--- src/rtl/cf_sync_fifo.sv ---
// cf_sync_fifo: single-clock FIFO with any DEPTH from 2 to 1024.
// Reports occupancy, almost-full and one-cycle overflow/underflow pulses.
package cf_sync_fifo_pkg;

    // Smallest w with 2**w >= n, never below 1.
    function automatic int clog2(input int n);
        int w;
        w = 1;
        while ((1 << w) < n) begin
            w = w + 1;
        end
        return w;
    endfunction

endpackage

module cf_sync_fifo
    import cf_sync_fifo_pkg::*;
#(
    parameter int DATA_WIDTH   = 8,
    parameter int DEPTH        = 6,
    parameter int AFULL_THRESH = 4
) (
    input  logic                         clk,
    input  logic                         reset_n,
    input  logic                         wr_en,
    input  logic [DATA_WIDTH-1:0]        wr_data,
    input  logic                         rd_en,
    output logic [DATA_WIDTH-1:0]        rd_data,
    output logic                         rd_valid,
    output logic                         full,
    output logic                         almost_full,
    output logic                         empty,
    output logic [clog2(DEPTH+1)-1:0]    count,
    output logic                         overflow,
    output logic                         underflow
);

    localparam int PTR_W = clog2(DEPTH);
    localparam int CNT_W = clog2(DEPTH + 1);

    localparam logic [PTR_W-1:0] PTR_LAST  = PTR_W'(DEPTH - 1);
    localparam logic [CNT_W-1:0] CNT_FULL  = CNT_W'(DEPTH);
    localparam logic [CNT_W-1:0] CNT_AFULL = CNT_W'(AFULL_THRESH);

    logic [DATA_WIDTH-1:0] mem [DEPTH];

    logic [PTR_W-1:0] wr_ptr;
    logic [PTR_W-1:0] rd_ptr;
    logic             rd_ok;
    logic             wr_ok;
    logic [CNT_W-1:0] count_nxt;

    // Wrap is explicit so non-power-of-two depths never index past DEPTH-1.
    function automatic logic [PTR_W-1:0] ptr_inc(input logic [PTR_W-1:0] p);
        return (p == PTR_LAST) ? '0 : p + PTR_W'(1);
    endfunction

    always_comb begin
        rd_ok     = rd_en && (count != '0);
        wr_ok     = wr_en && ((count != CNT_FULL) || rd_ok);
        count_nxt = count;
        if (wr_ok && !rd_ok) begin
            count_nxt = count + CNT_W'(1);
        end else if (rd_ok && !wr_ok) begin
            count_nxt = count - CNT_W'(1);
        end
    end

    always_ff @(posedge clk) begin
        if (wr_ok) begin
            mem[wr_ptr] <= wr_data;
        end
    end

    always_ff @(posedge clk or negedge reset_n) begin
        if (!reset_n) begin
            wr_ptr      <= '0;
            rd_ptr      <= '0;
            count       <= '0;
            rd_data     <= '0;
            rd_valid    <= 1'b0;
            full        <= 1'b0;
            almost_full <= 1'b0;
            empty       <= 1'b1;
            overflow    <= 1'b0;
            underflow   <= 1'b0;
        end else begin
            if (wr_ok) begin
                wr_ptr <= ptr_inc(wr_ptr);
            end
            if (rd_ok) begin
                rd_ptr  <= ptr_inc(rd_ptr);
                rd_data <= mem[rd_ptr];
            end
            rd_valid    <= rd_ok;
            count       <= count_nxt;
            full        <= (count_nxt == CNT_FULL);
            almost_full <= (count_nxt >= CNT_AFULL);
            empty       <= (count_nxt == '0);
            overflow    <= wr_en && !wr_ok;
            underflow   <= rd_en && !rd_ok;
        end
    end

endmodule

--- config.mk ---
export PLATFORM = sky130hd
export DESIGN_NAME = cf_sync_fifo
export DESIGN_NICKNAME = d
export VERILOG_FILES = /design/src/rtl/cf_sync_fifo.sv
export SDC_FILE = /design/constraint.sdc
export NUM_CORES = 1
export LEC_CHECK = 0
export BUFFER_PORTS_ARGS = -buffer_cell sky130_fd_sc_hd__buf_2
export CAP_MARGIN = 20
export CELL_PAD_IN_SITES_DETAIL_PLACEMENT = 0
export CELL_PAD_IN_SITES_GLOBAL_PLACEMENT = 1
export CORE_MARGIN = 1.5
export CORE_UTILIZATION = 49
export DETAILED_ROUTE_END_ITERATION = 12
export HOLD_SLACK_MARGIN = 0.06
export PLACE_DENSITY = 0.88
export REMOVE_ABC_BUFFERS = 1
export SLEW_MARGIN = 20
export SYNTH_ARGS = -nofsm -noshare
export SYNTH_HDL_FRONTEND = slang
export SYNTH_SLANG_ARGS = --single-unit
export TNS_END_PERCENT = 50
--- constraint.sdc ---
create_clock -name clk -period 3.25 [get_ports clk]
set_input_delay 0.1625 -clock clk [delete_from_list [all_inputs] [get_ports clk]]
set_output_delay 0.1625 -clock clk [all_outputs]
set_load 0.03 [all_outputs]
Yosys cells after proc, flatten, opt, wreduce, memory -nomap -nowiden
Memory sizes are Yosys's and may differ from the RTL's. A register that Yosys moved wholly into a read port is not among the register bits.
Index checks and enable logic that the tools add are counted.
{"block": "word_totals", "ram_bits": 48, "mem_bits_ro": 0, "out_inout_bits": 17, "regBits": 15, "inputBits": 12, "elab_cells": 37, "latchBits": 0, "mem_count": 1}
{"block": "op_classes", "div": 0, "reduce_logical": 12, "bitwise_logic": 0, "add_sub_neg": 4, "shifts": 0, "muxes": 6, "magnitude_cmp": 1, "n_eq_ne": 4, "n_mul": 0}
{"name": "mem", "depth": 6, "word_bits": 8, "rd": 1, "rd_clocked_by_memory_dff": 1, "wr": 1, "line_no": "46", "rtl": "logic [DATA_WIDTH-1:0] mem [DEPTH];"}
{"cell": "3-bit two-way mux", "count": 4}
{"cell": "3-bit by 1-bit adder with 3-bit output, second input constant", "count": 3}
{"cell": "3-bit equality test, second input constant", "count": 3}
{"cell": "1-bit logical AND", "count": 6}
{"cell": "3-bit greater-or-equal comparator, second input constant", "count": 1}
{"cell": "1-bit zero test", "count": 3}
{"cell": "3-bit zero test", "count": 1}
{"cell": "3-bit inequality test, second input constant", "count": 1}
{"cell": "3-bit nonzero test", "count": 1}
{"cell": "3-bit by 1-bit subtractor with 3-bit output, second input constant", "count": 1}
{"cell": "1-bit two-way mux", "count": 2}
{"cell": "1-bit logical OR", "count": 1}

Logic depth before layout (Yosys ltp)
{"block": "depth", "depth_word": 9, "ltp_mapped": 7, "mapped_depth_nobuf": 7}

Worst setup path after synthesis
OpenSTA, ideal clock, no wires.
{"block": "synth_path", "kind": "reg2reg", "startpoint": "reg count[0]", "endpoint": "mem mem[2][0], enable pin", "arrival_time_ns": 2.153, "path_stages_with_launch": 6, "n_path_buf": 0, "setup_slack_ns": 0.699, "cell_sequence": "dfrtp_1 -> inv_1 -> ha_1 -> nand2_1 -> o21ai_0 -> nor4b_1"}
{"block": "synth_between", "elab_chain_cells": 6, "elab_cells_between_ends": 7}
{"element": "start, declared", "line_no": "34", "rtl": "output logic [clog2(DEPTH+1)-1:0] count,"}
{"element": "start signal, assigned", "line_no": "97", "rtl": "count <= count_nxt;"}
{"element": "3-bit nonzero test", "line_no": "60", "rtl": "rd_ok = rd_en && (count != '0);"}
{"element": "1-bit logical AND", "line_no": "60"}
{"element": "1-bit logical OR (*)", "line_no": "61", "rtl": "wr_ok = wr_en && ((count != CNT_FULL) || rd_ok);"}
{"element": "1-bit logical AND (*)", "line_no": "61"}
{"element": "1-bit two-way mux (*)", "line_no": "71", "rtl": "if (wr_ok) begin"}
{"element": "1-bit two-way mux (not written as such) (*)", "line_no": "72", "rtl": "mem[wr_ptr] <= wr_data;"}
{"element": "end, declared", "line_no": "46"}
Every way passes the cells marked *; elsewhere a longest branch is shown, timed or not.

Worst setup path after layout
Ends and elaborated chain as after synthesis.

==> results by stage <==
Cells and area:
- The final layout contains 237 nets.
- Leaving out fill and tap cells, the most frequent cell in the layout is edfxtp_1.
- Cells fill between 50% and 60% of the core in the end.
- The fraction of layout instances using a drive strength above 1 is 35.84%.
- After filler insertion, the fill cell instance count of the layout stands at around 440.
- The diode insertion count for antenna repair is 0.
- The area growth from synthesis to layout is 15.07%.
- The library cells used most frequently in the layout, excluding fill and tap cells, are 48 x edfxtp_1, 28 x buf_2, 24 x mux2_2.

Place:
- The minimum setup slack after placement is 0.9698 ns.
- Routability-driven placement finished with a final weighted congestion of 0.7456.
- Summed over all nets, the half-perimeter wirelength after detailed placement is around 3.3 mm.
- The number of buffer cells added on primary ports is 28.

Yosys:
- The part of the Yosys area used for sequential elements is 69.56%.
- The number of synthesized register bits is 70.
- In the post-synthesis netlist, the biggest area contributors are edfxtp_1 50%, dfrtp_1 18%, mux2_2 9.4%.
- For this run, the number of Yosys warnings is 0.
- The post-synthesis cell count is between 150 and 200.
- The count of different cell masters after synthesis is 40.
- The largest total area in the synthesized netlist belongs to edfxtp_1.
- The area share of the largest cell type after synthesis is 50.31%.
- The average footprint of a synthesized cell is approximately 16 um^2.
- The synthesized area is 2865 um^2.

Power and ir drop:
- The share of total power dissipated in combinational logic is 35.3%.
- The switching share of total power is 36.00%.
- The worst-case vdd ir drop is 0.0005700 V.
- The switching power is roughly 1.1 mW.
- The internal power summed over all cells is 1.908 mW.
- In this run, the clock network consumes roughly a fifth of the power.
- The static leakage is around 1.3 nW.
- In this run the power density over the cells is 904.3 nW/um^2.
- The share of power burned in registers is between 40% and 50%.

STA:
- Setup repair after global routing left no endpoint under its margin.
- The setup violation total in the final timing report is 0.
- The tightest hold margin is 0.07372 ns.
- The final period demand of the worst path is 2.306 ns.
- The worst-margin pin slew is 0.9431 ns.
- The achievable frequency is 433.7 MHz.
- The post-route fraction of the period consumed by the critical path is a little under three quarters.
- The final count of hold timing violations is 0.
- The count of pins over their slew limit was 0.
- The post-route setup TNS is 0 ns.
- After layout, the worst setup slack is 0.9442 ns.
- Between clock sinks in the finished design, the worst skew comes to between 0.01 and 0.015 ns.
- The worst slew slack as a fraction of its limit is 36.96%.

Flow run:
- The number of maximum-capacitance constraint violations is 0.

Clock tree:
- The clock drives 70 sinks.
- The H-tree depth is 3.
- Clock tree synthesis inserted a total of 9 buffers.
- The clock tree from TritonCTS is yes.
- In this run the deepest clock path goes through 2 buffers.
- The clock root buffer master is clkbuf_8.
- The number of resized instances in the post-cts repair step is 0.
- The source-to-sink clock delay at the later pin of the worst-skew pair is 0.34 ns.
- The clock edge transition at the registers on the reported setup and hold paths is 0.08 ns.

Setup path:
- The worst setup path category is reg2reg.
- The worst setup path is launched from a register.
- The worst register-to-register path has a depth of 5.
- The endpoint of the lowest-slack register-to-register path is mem[2][0]$_DFFE_PP_.
- Data on the critical path arrives at its endpoint at 2.26 ns.
- The source of the critical timing path is count[0]$_DFF_PN0_.
- For the worst setup path, the data required time is approximately 3.2 ns.
- In this run the critical register-to-register path is launched from count[0]$_DFF_PN0_.
- The element type at the critical path end is a register.
- The worst setup path endpoint is mem[2][0]$_DFFE_PP_.
- In this run the worst path has a maximum fanout of 8.
- Across all register-to-register paths, the minimum setup slack is ~0.94 ns.

Global route:
- The global-route congestion overflow total is 0.
- After global routing, the most crowded layer is met2.
- The global-route wire length before repair is 8.273 mm.
- The number of global-route vias before repair is 1649.
- The initial antenna violation count was 0.
- The global-route track usage on met3 is between 5 and 6%.
- The global-route track usage on met1 is 24.39%.
- Global routing used between 20% and 30% of the available met2 tracks.
- Global routing used 18.25% of the available tracks.
- The pin count of the biggest net entering global routing is 27.

Hold path:
- The worst min-delay path category is in2reg.

Status:
- The flow ran to the end, and the final reports show no timing, DRC or antenna violations.

Drt:
- The final wirelength is 5.007 mm.
- The number of nets with antenna violations after routing is 0.
- The DRC violation total after the first TritonRoute iteration is around 130.
- After detailed routing, the average wire length per cell comes to 16.80 um.
- The total iterations of the first detailed-routing run is 4.
- After detailed routing, the number of remaining DRC violations is 0.
- The total number of vias is roughly 1600.
- Dividing the detail-routed via count by the number of cells gives 5.346.

Floorplanning:
- The die covers 6315 um^2.
- In this run the horizontal extent of the chip is between 70 and 80 um.
- 29 I/O pins were placed.
- The placeable core region is 5574 um^2.
- The initial core utilization is 51.40%.
- The die is 79.47 um tall.
- The number of cell rows is 27.
==> layer usage <==
layer | vias up | share of wire (%)
li1 | 778 | -
met1 | 773 | 47
met2 | 38 | 47
met3 | 4 | 4.7
met4 | 0 | 0.76
met5 | - | 0
==> logic make-up (layout without fill, tap and decap cells) <==
group	Yosys count	in the layout	synth area share [%]
fa+ha+maj	4	4	1.747
flops	70	70	69.56
mux	27	27	10.83
xor+xnor	3	3	0.9172
simple gates	37	37	7.118
compound gates	30	30	7.598
buf+inv	11	55	2.227
==> worst max-delay path, stage by stage, from the launching register on <==
cell	delay, ns
dfrtp_1	0.42
inv_1	0.10
ha_1	0.22
nand2_1	0.13
o21ai_0	0.19
nor4b_2	0.86
==> registers in the layout, indices dropped and copies added, names as in the netlist <==
name	count
rd_valid	1
almost_full	1
empty	1
count	2
wr_ptr	3
rd_ptr	3
mem	48
rd_data	8
overflow	1
underflow	1
full	1
==> cell usage after synthesis (all sizes together) <==
| master | count |
|---|---|
| nor3b | 3 |
| and3 | 3 |
| o211ai | 2 |
| nor3 | 2 |
| o211a | 1 |
| ha | 4 |
| nor4b | 1 |
| edfxtp | 48 |
| a222oi | 8 |
| dfstp | 1 |
| or3 | 1 |
| nor4 | 1 |
| nand2b | 4 |
| a21oi | 1 |
| inv | 3 |
| nand3 | 2 |
| xor2 | 1 |
| clkbuf | 1 |
| xnor2 | 2 |
| mux2i | 1 |
| o21ai | 12 |
| and2 | 1 |
| nor2b | 2 |
| a31oi | 1 |
| nand3b | 1 |
| mux2 | 26 |
| a21o | 3 |
| dfrtp | 21 |
| a211oi | 1 |
| nand2 | 12 |
| buf | 7 |
| nor2 | 4 |
| o2111a | 1 |
==> stage by stage <==
stage	total power, mW	std cells	cell area, um^2
after CTS	3.008	298	3297
after global placement	2.356	280	3094
final	2.981	298	3297
after detailed placement	2.379	280	3094
after global routing	3.165	298	3297
after floorplan	2.064	174	2813
==> layout make-up <==
type,instances,area (um^2),share of cell area [%]
clock inverters,6,45.04,1.366
clock buffers,10,137.6,4.175
inverters,3,11.26,0.3416
repair buffers,36,205.2,6.224
multi-input cells,101,814.5,24.71
flip-flops and latches,70,1993,60.46
well taps,72,90.09,2.732
==> worst min path at each step <==
stage | cells past startpoint | startpoint | endpoint | slack, ns
6_report | 1 | wr_data[5] | mem[2][5]$_DFFE_PP_ | 0.07
5_1_grt | 1 | wr_data[7] | mem[3][7]$_DFFE_PP_ | 0.06
4_1_cts | 1 | wr_data[6] | mem[5][6]$_DFFE_PP_ | 0.06
3_5_place_dp | 1 | reset_n | rd_data[3]$_DFFE_PN0N_ | 0.19
3_3_place_gp | 1 | reset_n | rd_data[6]$_DFFE_PN0N_ | 0.18
2_1_floorplan | 0 | reset_n | almost_full$_DFF_PN0_ | -0.13
==> power groups by stage <==
stage | logic, mW | clock network (mW) | registers [mW]
after floorplan | 0.551 | 0 | 1.51
after global placement | 1.05 | 0 | 1.31
after detailed placement | 1.06 | 0 | 1.32
after CTS | 1.06 | 0.641 | 1.31
after global routing | 1.16 | 0.677 | 1.33
final | 1.05 | 0.625 | 1.30
==> timing repair <==
action	in CTS	in global routing
hold buffers	2	0
endpoints found under the hold margin	26	0
setup buffers	0	0
(Power assumes the default switching activity.)
